===== src/rtl/proc_pkg.sv =====
// proc_pkg -- shared definitions for the processor front end.
//   WORD_W          : instruction / address word width
//   NOP_WORD        : encoding loaded into IF/ID for a bubble
//   IMM_BIT_DEFAULT : default bit position of the two-word flag
//   fetch_state_t   : fetch FSM state encoding
// Configuration macro: FETCH_RESET_VECTOR_EN adds the BOOT state and makes
// it the reset state.
package proc_pkg;

  localparam int WORD_W = 16;
  localparam logic [WORD_W-1:0] NOP_WORD = 16'h0000;
  localparam int IMM_BIT_DEFAULT = 0;

`ifdef FETCH_RESET_VECTOR_EN
  typedef enum logic [1:0] {
    ST_BOOT   = 2'd0,
    ST_FIRST  = 2'd1,
    ST_SECOND = 2'd2
  } fetch_state_t;
  localparam fetch_state_t RESET_STATE = ST_BOOT;
`else
  typedef enum logic [1:0] {
    ST_FIRST  = 2'd1,
    ST_SECOND = 2'd2
  } fetch_state_t;
  localparam fetch_state_t RESET_STATE = ST_FIRST;
`endif

  // Next sequential word address; wraps modulo 2^16 without a flag.
  function automatic logic [WORD_W-1:0] pc_inc(input logic [WORD_W-1:0] pc);
    return pc + 16'd1;
  endfunction

endpackage


===== src/rtl/ifid_reg.sv =====
// ifid_reg -- IF/ID pipeline register.
// Ports:
//   clk, rst          : clock, asynchronous active-low reset
//   i_flush           : load a bubble (instr/imm = NOP, valid = 0, pc kept)
//   i_hold            : keep every field (used while decode stalls)
//   i_instr/i_imm/i_pc: fields captured when neither flush nor hold
//   o_instr/o_imm/o_pc/o_valid : registered IF/ID contents
// Flush has priority over hold so a redirect during a stall still squashes.
module ifid_reg
  import proc_pkg::*;
(
  input  logic              clk,
  input  logic              rst,
  input  logic              i_flush,
  input  logic              i_hold,
  input  logic [WORD_W-1:0] i_instr,
  input  logic [WORD_W-1:0] i_imm,
  input  logic [WORD_W-1:0] i_pc,
  output logic [WORD_W-1:0] o_instr,
  output logic [WORD_W-1:0] o_imm,
  output logic [WORD_W-1:0] o_pc,
  output logic              o_valid
);

  logic [WORD_W-1:0] r_instr;
  logic [WORD_W-1:0] r_imm;
  logic [WORD_W-1:0] r_pc;
  logic              r_valid;

  // IF/ID storage: flush > hold > load.
  always_ff @(posedge clk or negedge rst) begin
    if (!rst) begin
      r_instr <= NOP_WORD;
      r_imm   <= NOP_WORD;
      r_pc    <= 16'h0000;
      r_valid <= 1'b0;
    end else if (i_flush) begin
      r_instr <= NOP_WORD;
      r_imm   <= NOP_WORD;
      r_valid <= 1'b0;
    end else if (!i_hold) begin
      r_instr <= i_instr;
      r_imm   <= i_imm;
      r_pc    <= i_pc;
      r_valid <= 1'b1;
    end
  end

  assign o_instr = r_instr;
  assign o_imm   = r_imm;
  assign o_pc    = r_pc;
  assign o_valid = r_valid;

endmodule


===== src/rtl/fetch_stage.sv =====
// fetch_stage -- instruction fetch with one- and two-word instructions.
// Ports:
//   clk, rst              : clock, asynchronous active-low reset
//   imem_addr / imem_rdata: instruction memory, same-cycle read data
//   stall                 : hold PC, FSM, hold word and IF/ID
//   redirect, redirect_pc : flush and reload PC (wins over stall)
//   ifid_instr/imm/pc/valid : registered IF/ID outputs
// Parameters: RESET_PC (reset PC without boot vector), IMM_BIT (two-word flag).
// Configuration macro: FETCH_RESET_VECTOR_EN -- reset enters BOOT, which reads
// word 0 as the start PC, issues a bubble and ignores stall/redirect.
module fetch_stage
  import proc_pkg::*;
#(
  parameter logic [15:0] RESET_PC = 16'h0000,
  parameter int          IMM_BIT  = IMM_BIT_DEFAULT
)(
  input  logic        clk,
  input  logic        rst,
  output logic [15:0] imem_addr,
  input  logic [15:0] imem_rdata,
  input  logic        stall,
  input  logic        redirect,
  input  logic [15:0] redirect_pc,
  output logic [15:0] ifid_instr,
  output logic [15:0] ifid_imm,
  output logic [15:0] ifid_pc,
  output logic        ifid_valid
);

  fetch_state_t      r_state;
  fetch_state_t      w_next_state;
  logic [WORD_W-1:0] r_pc;
  logic [WORD_W-1:0] w_next_pc;
  logic [WORD_W-1:0] r_hold;
  logic [WORD_W-1:0] w_next_hold;
  logic [WORD_W-1:0] w_pc_inc;
  logic              w_flush;
  logic              w_stall_hold;
  logic [WORD_W-1:0] w_instr;
  logic [WORD_W-1:0] w_imm;

  assign w_pc_inc = pc_inc(r_pc);

  // FSM, PC and hold-word state registers.
  always_ff @(posedge clk or negedge rst) begin
    if (!rst) begin
      r_state <= RESET_STATE;
      r_pc    <= RESET_PC;
      r_hold  <= NOP_WORD;
    end else begin
      r_state <= w_next_state;
      r_pc    <= w_next_pc;
      r_hold  <= w_next_hold;
    end
  end

  // Next-state, memory address and IF/ID control.
  always_comb begin
    w_next_state = r_state;
    w_next_pc    = r_pc;
    w_next_hold  = r_hold;
    imem_addr    = r_pc;
    w_flush      = 1'b0;
    w_stall_hold = 1'b0;
    w_instr      = imem_rdata;
    w_imm        = NOP_WORD;

`ifdef FETCH_RESET_VECTOR_EN
    if (r_state == ST_BOOT) begin
      // Boot vector: word 0 holds the start PC; stall and redirect ignored.
      imem_addr    = 16'h0000;
      w_next_pc    = imem_rdata;
      w_flush      = 1'b1;
      w_next_state = ST_FIRST;
    end else
`endif
    if (redirect) begin
      // A half-fetched two-word instruction is dropped here.
      w_next_pc    = redirect_pc;
      w_next_state = ST_FIRST;
      w_next_hold  = NOP_WORD;
      w_flush      = 1'b1;
    end else if (stall) begin
      w_stall_hold = 1'b1;
    end else begin
      case (r_state)
        ST_FIRST: begin
          w_next_pc = w_pc_inc;
          if (imem_rdata[IMM_BIT]) begin
            // Opcode word parked until its immediate arrives.
            w_next_hold  = imem_rdata;
            w_flush      = 1'b1;
            w_next_state = ST_SECOND;
          end else begin
            w_next_state = ST_FIRST;
          end
        end
        ST_SECOND: begin
          w_instr      = r_hold;
          w_imm        = imem_rdata;
          w_next_pc    = w_pc_inc;
          w_next_state = ST_FIRST;
        end
        default: begin
          w_flush      = 1'b1;
          w_next_state = ST_FIRST;
        end
      endcase
    end
  end

  ifid_reg u_ifid_reg (
    .clk     (clk),
    .rst     (rst),
    .i_flush (w_flush),
    .i_hold  (w_stall_hold),
    .i_instr (w_instr),
    .i_imm   (w_imm),
    .i_pc    (w_pc_inc),
    .o_instr (ifid_instr),
    .o_imm   (ifid_imm),
    .o_pc    (ifid_pc),
    .o_valid (ifid_valid)
  );

endmodule

===== config.mk =====
export PLATFORM = sky130hd
export DESIGN_NAME = fetch_stage
export DESIGN_NICKNAME = d
export VERILOG_FILES = /design/src/rtl/proc_pkg.sv /design/src/rtl/ifid_reg.sv /design/src/rtl/fetch_stage.sv
export SDC_FILE = /design/constraint.sdc
export NUM_CORES = 1
export LEC_CHECK = 0
export CAP_MARGIN = 10
export CORE_MARGIN = 4
export CORE_UTILIZATION = 44
export DETAILED_ROUTE_END_ITERATION = 8
export GPL_ROUTABILITY_DRIVEN = 0
export PLACE_DENSITY = 0.77
export REMOVE_ABC_BUFFERS = 1
export SYNTH_ARGS = -nofsm -noshare
export SYNTH_HDL_FRONTEND = slang
export SYNTH_SLANG_ARGS = --single-unit

===== constraint.sdc =====
create_clock -name clk -period 2.18 [get_ports clk]
set_input_delay 0.327 -clock clk [delete_from_list [all_inputs] [get_ports clk]]
set_output_delay 0.327 -clock clk [all_outputs]
set_load 0.005 [all_outputs]

==> impl_metrics.ini <==
[outcome]
outcome = complete, no violations

[placed_design]
final_hpwl_from_detailed_placement_mm = 6.74
buffer_ports.inserted = 100
dp.cells = 553
place_ws_ps = 76.1
postPlaceCellArea_mm2 = 0.00496

[timing]
setup_total_negative_slack_ps = 0
timing.final.setup_violations = 0
post-route-period-util = 0.927
slew_violations = 0
max_slew.worst_pin.slew_ps = 1070
max_slew_margin = 0.286
timing.final.hold_violations = 0
maxClockFrequency_mhz = 495
finalWorstPathRequiredPeriod_ps = 2020
timing.clock.skew_ps = 10.6
fin_ws_ps = 159
hold-worst-slack_ps = 485
grt_setup_unrepaired = no

[route]
postRouteAntennaNets = 0
detailed_route_via_count = 3095
wire_per_inst_um = 16.4
finalWirelength_mm = 9.34
viasPerCell = 5.43
post-route-drc-count = 0
detailedRoute.firstPassIterationCount = 4
dr.first_iter.drc_count = 91

[synthesis]
yosysSeqAreaShare = 0.551
dominantRegCellSynth = dfrtp_1
synthCells = 356
ys_async_sr_fraction = 1.00
synth-edff-count = 0
synthesis.area_per_instance_um2 = 10.6
post_synth_and_or_nand_nor_area_fraction = 0.146
synth_top_cells_by_count = dfrtp_1, nand2_1, o21ai_0
synth.yosys.warnings = 0
synthesis.area_mm2 = 0.00377
synthMuxAreaShare = 0.0425
synth_cell_types = 40
synth_area_leaders = dfrtp_1, a22o_1, o21ai_0
ys_seq_elements = 83
synth_top_area_share = 0.544
synthMostInstantiatedCell = dfrtp_1
synth_fa_ha_area_frac = 0.0133
synth_compound_gate_area_share = 0.155
synth_xor_area_frac = 0.0581
dominant_combinational_cell_family_by_area_after_synthesis = compound AO/OA/AOI/OAI gates
yosys.area.top_type = dfrtp_1

[die]
row_count = 33
boundaryPins = 101
start_util = 0.457
floorplan.die.width_um = 101
fp.coreArea_mm2 = 0.00826
die_y_um = 101
die_area_mm2 = 0.0101

[clock_tree]
clockRootBuffer = clkbuf_8
clock_sinks = 83
postCtsSetupBuffers = 0
path_clk_slew_ps = 90
cts_buffers = 9
cts_tree = yes
h_tree_level_count = 3
clk_latency_ps = 350
clock_tree.buffer_depth = 2

[global_route]
vias_in_the_first_global_route = 3283
grt_max_degree = 46
grt_antenna_before_repair = 0
grt_pass1_wl_mm = 16.0
globalRouteTotalUtil = 0.199
gr-total-overflow = 0

[worst_setup_path]
worst_ep_required_time_ps = 2470
crit-reg2reg-launch = r_state[1]
worst_case_reg_to_reg_path_depth = 6
critical_path.endpoint_type = register
crit_type = register to register
worst_r2r_endpoint = r_hold[10]
cp-endpoint = r_hold[10]
setup.worst_path.start_class = register
worst_setup_path_startpoint = r_state[1]
reg2reg_slack_ps = 160
timing.critical_path.fanout_max = 15
timing.critical_path.arrival_ps = 2310

[run]
drv_cap = 0

[layout]
final_instance_count_without_filler_cells = 570
utilization = 0.627
syn_to_final_growth_pct = 37.4
final_design_area_no_fill_mm2 = 0.00518
antenna_cells = 0
design.final.nets = 500
layout-drive-gt1-share = 0.0968

[worst_hold_path]
timing.hold.worst.class = register to register

[power]
cellLeakagePower_nw = 2.18
max-vdd-ir-drop_uv = 327
cellPowerDensity_mw_per_mm2 = 707
total_power_mw = 3.66
==> final cells by class <==
type / count / area (um^2)
fill: 700 / 3080
multi-input combinational: 244 / 1570
inverter: 3 / 11.3
sequential: 83 / 2080
tap: 105 / 131
clock inverter: 7 / 83.8
clock buffer: 9 / 124
timing repair buffer: 119 / 1180
==> per-layer routing <==
| layer | global-route usage | wire [um] | vias up |
|---|---|---|---|
| li1 | - | - | 1466 |
| met1 | 0.265 | 4060 | 1503 |
| met2 | 0.318 | 4430 | 117 |
| met3 | 0.0588 | 736 | 9 |
| met4 | 0.0580 | 109 | 0 |
| met5 | 0 | 0 | - |
==> sequential cells by signal, summed over array words and instances, names as in the netlist <==
signal and count:
u_ifid_reg.o_valid 1, u_ifid_reg.o_instr 16, imem_addr 16, r_hold 16, r_state 2, u_ifid_reg.o_pc 16, u_ifid_reg.o_imm 16
==> layout by cell type, fill, tap and decap left out, types with 9 or more instances in the layout <==
master,netlist,final
a22o_1,30,30
buf_4,2,16
clkbuf_8,0,9
clkdlybuf4s50_1,0,99
dfrtp_1,82,82
mux2i_1,16,16
nand2_1,55,55
nand3_1,10,10
nor2_1,15,15
o21ai_0,43,43
xnor2_1,15,15
xor2_1,10,10
==> worst min-delay path by stage <==
stage	start	endpoint	slack, ps	depth (start not counted)
finish	u_ifid_reg.o_instr[12]	u_ifid_reg.o_instr[12]	490	2
detailed placement	rst	u_ifid_reg.o_imm[10]	380	1
CTS	u_ifid_reg.o_instr[12]	u_ifid_reg.o_instr[12]	490	2
global route	r_hold[0]	r_hold[0]	520	1
floorplan	rst	imem_addr[0]	30	0
global placement	rst	u_ifid_reg.o_imm[2]	360	1
==> kinds of logic (layout without fill, tap and decap cells) <==
family / Yosys count / after routing
buf+inv: 29 / 138
mux: 16 / 16
fa+ha+maj: 4 / 4
flops: 83 / 83
xor+xnor: 25 / 25
simple gates: 111 / 111
compound gates: 88 / 88
==> report_power, final <==
part / switching [mW] / internal [mW]
Combinational: 0.291 / 0.404
Clock: 0.605 / 0.554
Sequential: 0.124 / 1.68
==> critical path, stage by stage, from the launching register on <==
cell     delay (ps)
dfrtp_1         400
inv_1            60
ha_1            260
nand2_1         120
nor2_1           40
nor2_1          800
a22o_1          280
==> what timing repair did <==
item / 4_1_cts / 5_1_grt
resized for setup: 0 / 1
hold buffers: 1 / 0
endpoints found under the hold margin: 36 / 0
endpoints found under the setup margin: 0 / 1
Power figures use the tool's default switching activity.
